===== config.mk =====
export PLATFORM = sky130hd
export DESIGN_NAME = wrr_credit_arbiter
export DESIGN_NICKNAME = d
export VERILOG_FILES = /design/src/rtl/wrr_pkg.sv /design/src/rtl/rr_pick.sv /design/src/rtl/wrr_credit_arbiter.sv
export SDC_FILE = /design/constraint.sdc
export NUM_CORES = 1
export LEC_CHECK = 0
export ABC_AREA = 1
export BUFFER_PORTS_ARGS = -buffer_cell sky130_fd_sc_hd__buf_4
export CAP_MARGIN = 5
export CELL_PAD_IN_SITES_DETAIL_PLACEMENT = 1
export CELL_PAD_IN_SITES_GLOBAL_PLACEMENT = 2
export CORE_AREA = 2 2 75 77
export DETAILED_ROUTE_END_ITERATION = 10
export DIE_AREA = 0 0 77 79
export MAX_ROUTING_LAYER = met4
export PLACE_DENSITY = 0.9
export SYNTH_ARGS = -nofsm -noshare
export SYNTH_HDL_FRONTEND = slang
export SYNTH_SLANG_ARGS = --single-unit

===== constraint.sdc =====
create_clock -name clk -period 5.94 [get_ports clk]
set_clock_uncertainty 0.15 [all_clocks]
set_input_delay 0.891 -clock clk [delete_from_list [all_inputs] [get_ports clk]]
set_output_delay 0.891 -clock clk [all_outputs]
set_load 0.01 [all_outputs]

===== src/rtl/wrr_pkg.sv =====
// Shared types and helpers for the weighted round-robin credit arbiter.
package wrr_pkg;

    typedef enum logic {
        IDLE  = 1'b0,
        GRANT = 1'b1
    } state_t;

    localparam int DEFAULT_WEIGHT = 1;

    // Circular successor with an explicit wrap, so N need not be a power of two.
    function automatic int next_idx(input int idx, input int n);
        return (idx >= n - 1) ? 0 : idx + 1;
    endfunction

endpackage


===== src/rtl/rr_pick.sv =====
// Combinational circular priority encoder: first set bit of elig scanning from ptr upward.
module rr_pick #(
    parameter int N  = 4,
    parameter int IW = $clog2(N)
) (
    input  logic [N-1:0]  elig,
    input  logic [IW-1:0] ptr,
    output logic [IW-1:0] win,
    output logic          any
);

    int          pos;
    logic [IW-1:0] pos_idx;

    // Scan from the far end back toward ptr so the closest eligible index wins.
    always_comb begin
        win     = '0;
        pos     = 0;
        pos_idx = '0;
        for (int k = N - 1; k >= 0; k--) begin
            pos = int'(ptr) + k;
            if (pos >= N) begin
                pos = pos - N;
            end
            pos_idx = IW'(pos);
            if (elig[pos_idx]) begin
                win = pos_idx;
            end
        end
    end

    assign any = |elig;

endmodule


===== src/rtl/wrr_credit_arbiter.sv =====
// Weighted round-robin arbiter: a winner holds the grant for up to weight[i] cycles,
// then the grant rotates; weights are retuned through a simple config write port.
module wrr_credit_arbiter #(
    parameter int N  = 4,
    parameter int CW = 4,
    parameter int IW = $clog2(N)
) (
    input  logic          clk,
    input  logic          rst,
    input  logic [N-1:0]  REQ,
    input  logic          cfg_we,
    input  logic [IW-1:0] cfg_idx,
    input  logic [CW-1:0] cfg_weight,
    output logic [N-1:0]  GNT,
    output logic [IW-1:0] GNT_ID,
    output logic          GNT_VALID
);

    import wrr_pkg::*;

    logic [CW-1:0] weight [N];

    state_t        state;
    state_t        state_next;
    logic [N-1:0]  gnt;
    logic [N-1:0]  gnt_next;
    logic [IW-1:0] owner;
    logic [IW-1:0] owner_next;
    logic [CW-1:0] credit;
    logic [CW-1:0] credit_next;
    logic [IW-1:0] ptr;
    logic [IW-1:0] ptr_next;

    logic [N-1:0]  elig;
    logic [IW-1:0] win;
    logic          any;
    logic          done;
    logic          open;

    always_comb begin
        elig = '0;
        for (int i = 0; i < N; i++) begin
            elig[i] = REQ[i] & (weight[i] != '0);
        end
    end

    rr_pick #(
        .N  (N),
        .IW (IW)
    ) u_pick (
        .elig (elig),
        .ptr  (ptr),
        .win  (win),
        .any  (any)
    );

    // The owner's tenure ends on its last credited cycle, when it stops asking, or when disabled.
    assign done = (state == GRANT) &&
                  (!REQ[owner] || (credit == CW'(1)) || (weight[owner] == '0));
    assign open = (state == IDLE) || done;

    always_ff @(posedge clk) begin
        if (rst) begin
            for (int i = 0; i < N; i++) begin
                weight[i] <= CW'(DEFAULT_WEIGHT);
            end
        end else if (cfg_we && (int'(cfg_idx) < N)) begin
            weight[cfg_idx] <= cfg_weight;
        end
    end

    always_ff @(posedge clk) begin
        if (rst) begin
            state <= IDLE;
        end else begin
            state <= state_next;
        end
    end

    always_comb begin
        state_next = state;
        case (state)
            IDLE:    if (any) state_next = GRANT;
            GRANT:   if (done && !any) state_next = IDLE;
            default: state_next = IDLE;
        endcase
    end

    // Because ptr sits just past the owner, the owner is only re-picked when nobody else is eligible.
    always_comb begin
        gnt_next    = gnt;
        owner_next  = owner;
        credit_next = credit;
        ptr_next    = ptr;
        if (open && any) begin
            for (int i = 0; i < N; i++) begin
                gnt_next[i] = (IW'(i) == win);
            end
            owner_next  = win;
            credit_next = weight[win];
            ptr_next    = IW'(next_idx(int'(win), N));
        end else if (open) begin
            gnt_next    = '0;
            owner_next  = '0;
            credit_next = '0;
        end else if (credit != '0) begin
            credit_next = credit - CW'(1);
        end
    end

    always_ff @(posedge clk) begin
        if (rst) begin
            gnt    <= '0;
            owner  <= '0;
            credit <= '0;
            ptr    <= '0;
        end else begin
            gnt    <= gnt_next;
            owner  <= owner_next;
            credit <= credit_next;
            ptr    <= ptr_next;
        end
    end

    assign GNT       = gnt;
    assign GNT_ID    = owner;
    assign GNT_VALID = |gnt;

endmodule


# == Word-level counts from Yosys, hierarchy flattened ==
# Memories as Yosys holds them, arrays and structs flattened. A register that Yosys moved wholly into a read port is not among the register bits.
# Index checks and enable logic that the tools add are counted.
# totals
ff_bits,13
ram_bits,16
in_bits,13
out_inout_bits,7
word_cells,93
n_memories,1
# mem_list
name,depth,word_bits,read_ports,rd_ports_with_merged_regs,write_ports,line_no,text
weight,4,4,6,1,4,wrr_credit_arbiter.sv:21,logic [CW-1:0] weight [N];
# classes
n_addsub,9
n_lt_le_gt_ge,10
n_eq_ne,4
muxes,39
bitwise_logic,5
n_reduce_logical,20
# ops
operator,count
2-bit two-way mux,14
4-bit two-way mux,6
4-bit nonzero test,5
"2-bit by 3-bit less-than comparator with 1-bit output, second input constant",5
1-bit two-way mux,13
4-bit OR reduction,3
1-bit binary-select mux with 2-bit select,5
"3-bit greater-or-equal comparator, second input constant",3
"2-bit by 1-bit subtractor with 2-bit output, second input constant",4
"2-bit by 2-bit adder with 3-bit output, second input constant",2
1-bit bitwise AND,4
"2-bit == test, first input constant",2
"4-bit by 1-bit == test with 1-bit output, second input constant",1
4-bit logical NOT,1
"4-bit by 1-bit subtractor with 4-bit output, second input constant",1
"2-bit by 1-bit adder with 3-bit output, second input constant",1
"2-bit by 3-bit greater-or-equal comparator with 1-bit output, second input constant",1
1-bit logical AND,3
1-bit logical OR,3
3-bit nonzero test,1
"2-bit by 1-bit adder with 2-bit output, second input constant",1
"1-bit by 2-bit == test with 1-bit output, first input constant",1
"2-bit greater-or-equal comparator, second input constant",1
1-bit logical NOT,2
other kinds (4),4

# == Logic depth before layout (Yosys ltp) ==
# logic_depth
word_depth,12
depth_mapped,15
mapped_depth_nobuf,15

# == Cells and area by module ==
# A second synthesis with hierarchy kept.
# hier_totals
cells_unflattened,255
area_unflattened_um2,1866.8
# modules_own_cells
mod,n_inst,cells_each,area_per_inst_um2,seq_area_each_um2
wrr_credit_arbiter,1,209,1677.9,780.7
rr_pick,1,46,188.9,0.0

# == Least setup slack after synthesis ==
# OpenSTA, ideal clock, no wires.
# synth_path
path_kind,input -> register
startpoint,input REQ[1]
endpoint,register ptr[1]
setup_ns,0.119
arrival_time_ns,2.043
t_required_ns,5.671
slack_ns,3.628
path_stages,12
n_path_buf,0
path_cell_list,nand3_1 nand2_1 nand2_1 nand2_1 clkinv_2 nand2_2 nand2_4 nand2_4 inv_2 ha_1 o21ai_0 a21oi_1
# synth_between
elab_chain_cells,9
elab_cells_between_ends,25
classes_between,add/sub (1); order compare (1); mux (15); bitwise (1); reduce/logical (7)
# synth_lines
item,line_no,text
start: declaration,wrr_credit_arbiter.sv:10,"input logic [N-1:0] REQ,"
1-bit bitwise AND,wrr_credit_arbiter.sv:43,elig[i] = REQ[i] & (weight[i] != '0);
1-bit binary-select mux with 2-bit select,rr_pick.sv:26,if (elig[pos_idx]) begin
1-bit two-way mux (not written as such),rr_pick.sv:26,
2-bit two-way mux (4 in series),rr_pick.sv:26,
2-bit by 1-bit adder with 2-bit output / 2-bit greater-or-equal comparator (equally long branches),wrr_pkg.sv:13,return (idx >= n - 1) ? 0 : idx + 1;
2-bit two-way mux,wrr_pkg.sv:13,
end signal: assignment,wrr_credit_arbiter.sv:121,ptr <= ptr_next;
end: declaration,wrr_credit_arbiter.sv:31,logic [IW-1:0] ptr;
# Several ways; a longest one is shown, not always the timed one. The select of a mux whose other input is x is not followed.
# A chain may end at the register's enable or synchronous reset.

# == Worst setup path in the final report ==
# layout_path
startpoint,input REQ[3]
endpoint,register credit[0]
# layout_between
elab_chain_cells,9
elab_cells_between_ends,26
classes_between,mux (16); bitwise (1); reduce/logical (8); memory (1)
# layout_lines
item,line_no,text
1-bit bitwise AND / 1-bit binary-select mux with 2-bit select (equally long branches),"wrr_credit_arbiter.sv:43, wrr_credit_arbiter.sv:59",
1-bit binary-select mux with 2-bit select / 1-bit two-way mux (equally long branches),"rr_pick.sv:26, wrr_credit_arbiter.sv:59",
1-bit two-way mux (not written as such) / 1-bit logical NOT (equally long branches),"rr_pick.sv:26, wrr_credit_arbiter.sv:59",
2-bit two-way mux / 1-bit logical OR (equally long branches) (2 in series),"rr_pick.sv:26, wrr_credit_arbiter.sv:59",
2-bit two-way mux / 1-bit logical AND (equally long branches),"rr_pick.sv:26, wrr_credit_arbiter.sv:58",
2-bit two-way mux / 1-bit logical OR (equally long branches),"rr_pick.sv:26, wrr_credit_arbiter.sv:60",
"memory read 4 x 4 bit, or another cell as far along",-,
4-bit two-way mux / 3-bit nonzero test (equally long branches),-,
end signal: assignment,wrr_credit_arbiter.sv:120,credit <= credit_next;
end: declaration,wrr_credit_arbiter.sv:29,logic [CW-1:0] credit;
# Several ways; a longest one is shown, not always the timed one. The select of a mux whose other input is x is not followed.

==> impl_metrics.tcl <==
set metrics [dict create \
    htreeDepth 2 \
    grt_pass1_wl_microns 7670 \
    numPortBuffers 19 \
    insertedDiodeCount 0 \
    clkSlewWorstSetupHoldPaths_ns 0.07 \
    io_pins 20 \
    worstSetupPathType "in2reg" \
    critPathSlowestCell "inv_1" \
    grt_pass1_vias 1684 \
    ys.flop_type "edfxtp_1" \
    finalSetupTns_ns 0 \
    ctsHoldBuffers 0 \
    maxUsedRoutingLayer "met4" \
    worstPathCellList "buf_4 -> nand2_1 -> nand3_1 -> nand3_1 -> a21oi_1 -> a21boi_0 -> nand2_1 -> inv_1 -> nand3_1 -> o21ai_0 -> a21oi_2" \
    vias 1602 \
    clock-root-buffer "clkbuf_8" \
    startpoint_type "primary input" \
    hp-start "GNT[0]$_SDFFE_PP0N_" \
    cts_tree "done" \
    netlist_top_cells_count "nand2_1 (64), inv_1 (39), nand3_1 (28), nor2_1 (28), edfxtp_1 (16)" \
    synth_most_common_cell "nand2_1" \
    cts_setup_buffers 0 \
    antenna_found_initial 0 \
    clock_sinks 31 \
    p_leak_nw 1.02 \
    multiInputGateArea_sq_um 855 \
    r2r_slack_ns 3.71 \
    start_util_pct 34.4 \
    rsz0062_at_grt "no" \
    synthCells 248 \
    synth_edf_count 16 \
    crit_start "REQ[3]" \
    final_antenna_net_count 0 \
    wl_microns 4460 \
    syn_nets 267 \
    clk_latency_ns 0.28 \
    max_cap_violations 0 \
    post-route-period-util_pct 39.8 \
    synth_top_area_cell "edfxtp_1" \
    gr-total-overflow 0 \
    hold_viol 0 \
    synth.area.top_cells "edfxtp_1 (26%), dfxtp_1 (16%), nand2_1 (13%)" \
    yosys_warnings 0 \
    die_y_microns 79 \
    via_per_inst 4.66 \
    grt_max_degree 12 \
    ys_seq_area_share_pct 42.6 \
    tightest_slew_ns 0.590 \
    peakVddDrop_v 0.000132 \
    synth_top_area_share_pct 26.2 \
    wl_met1_microns 1930 \
    hp-class "reg2reg" \
    synthToLayoutAreaGrowth_pct 15.8 \
    setup_viol 0 \
    synth-seq-cells 31 \
    cts_buffers 5 \
    wl_met2_microns 2300 \
    total_power_mw 0.975 \
    fillers 708 \
    row_count 27 \
    period_needed_ns 2.36 \
    final_util_pct 39.8 \
    max_stage_delay_ns 0.27 \
    coreArea_sq_mm 0.00534 \
    crit_path_end_kind "flip-flop" \
    gp_congestion 0.733 \
    cp.arrival_ns 2.39 \
    drv_slew 0 \
    firstDrtPassIters 4 \
    drtIter0Drc 34 \
    status "complete, no violations" \
    cts_buffer_depth 2 \
    dieArea_sq_mm 0.00608 \
    cp.required_ns 5.96 \
    nets 290 \
    route.detailed.drc 0 \
    ys_types 30 \
    crit_top_cell "nand3_1" \
    slew-limit-headroom_pct 60.3 \
    grt_util_all_layers_pct 16.8 \
    dp_hpwl_microns 3610 \
    fmax_mhz 423 \
    cts.repair.resized 0 \
    crit_path_max_fanout 11 \
    p_per_area_mw_per_mm2 459 \
    avgSynthCellArea_sq_um 7.40 \
    dieWidth_microns 77 \
    routedWlPerCell_microns 13.0 \
    syn-cell-area_sq_mm 0.00183 \
    ff_latch_area_sq_um 781 \
    r2r-start "weight[2][3]$_SDFFCE_PN0P_" \
    async_flop_share_pct 0 \
    met3_length_microns 126 \
    layout-drive-gt1-share_pct 16.2 \
]
[layer usage]
| layer | global-route usage [%] | vias up |
|---|---|---|
| met5 | - | - |
| met4 | 7.68 | 0 |
| met1 | 18.0 | 745 |
| met3 | 3.86 | 7 |
| li1 | - | 828 |
| met2 | 29.7 | 22 |
[cells by family (layout without fill, tap and decap cells)]
logic type | Yosys count | after routing | share of synthesized area, %
buffers and inverters | 48 | 72 | 10.8
XOR/XNOR | 1 | 1 | 0.478
flip-flops | 31 | 31 | 42.6
AND/OR/NAND/NOR | 135 | 135 | 33.2
adder cells (fa/ha/maj) | 6 | 6 | 4.09
AO/OA/AOI/OAI | 27 | 27 | 8.80
[worst paths after layout]
path	end	cells after the start
hold reg to reg	GNT[0]$_SDFFE_PP0N_	2
setup / recovery	credit[0]$_SDFFE_PP0P_	11
hold / removal	GNT[0]$_SDFFE_PP0N_	2
setup reg to reg	ptr[1]$_SDFFE_PP0N_	13
[cell type report]
type                            count  area share [%]
Timing Repair Buffer               19            6.72
Multi-Input combinational cell    169            40.2
Inverter                           45            8.01
Tap cell                           72            4.24
Clock inverter                      2           0.589
Clock buffer                        6            3.42
Sequential cell                    31            36.8
[per-stage QoR]
step,setup slack (ns),hold slack [ns],cell area [sq um],cells
floorplan,3.63,0.344,1830,248
global placement,3.26,0.323,2040,336
detailed placement,3.27,0.328,2040,336
CTS,3.56,0.338,2120,344
global route,3.36,0.376,2120,344
finish,3.58,0.335,2120,344
[power breakdown]
part	internal [mW]	leakage, nW	switching, mW
clock network	0.0817	0.0412	0.0785
registers	0.275	0.281	0.0407
logic	0.184	0.699	0.316
total	0.540	1.02	0.435
[state kept, by name, indices dropped and copies added, names as in the netlist, named ones only]
register and flops:
weight 16, ptr 2, GNT 4, state 1, credit 4, GNT_ID 2
[cell usage in the layout (no fill, tap or decap), types with 2 or more instances in the layout]
| master | Yosys | layout |
|---|---|---|
| nor3_1 | 3 | 3 |
| nand2_2 | 4 | 4 |
| nand2_1 | 64 | 64 |
| edfxtp_1 | 16 | 16 |
| clkinv_2 | 1 | 2 |
| dfxtp_1 | 15 | 15 |
| nand2_4 | 2 | 2 |
| buf_4 | 0 | 19 |
| nand3_1 | 28 | 28 |
| inv_1 | 39 | 39 |
| clkinv_1 | 2 | 2 |
| a21oi_1 | 13 | 13 |
| clkbuf_8 | 1 | 5 |
| inv_2 | 3 | 3 |
| o21ai_0 | 5 | 5 |
| nor2_1 | 28 | 28 |
| nand3_2 | 3 | 3 |
| a21oi_2 | 3 | 3 |
| ha_1 | 6 | 6 |
[critical path: cells and delay by family]
family / cells / cell delay (ns)
compound gates: 4 / 0.59
buf+inv: 2 / 0.37
simple gates: 5 / 0.53
(Power assumes the default switching activity.)
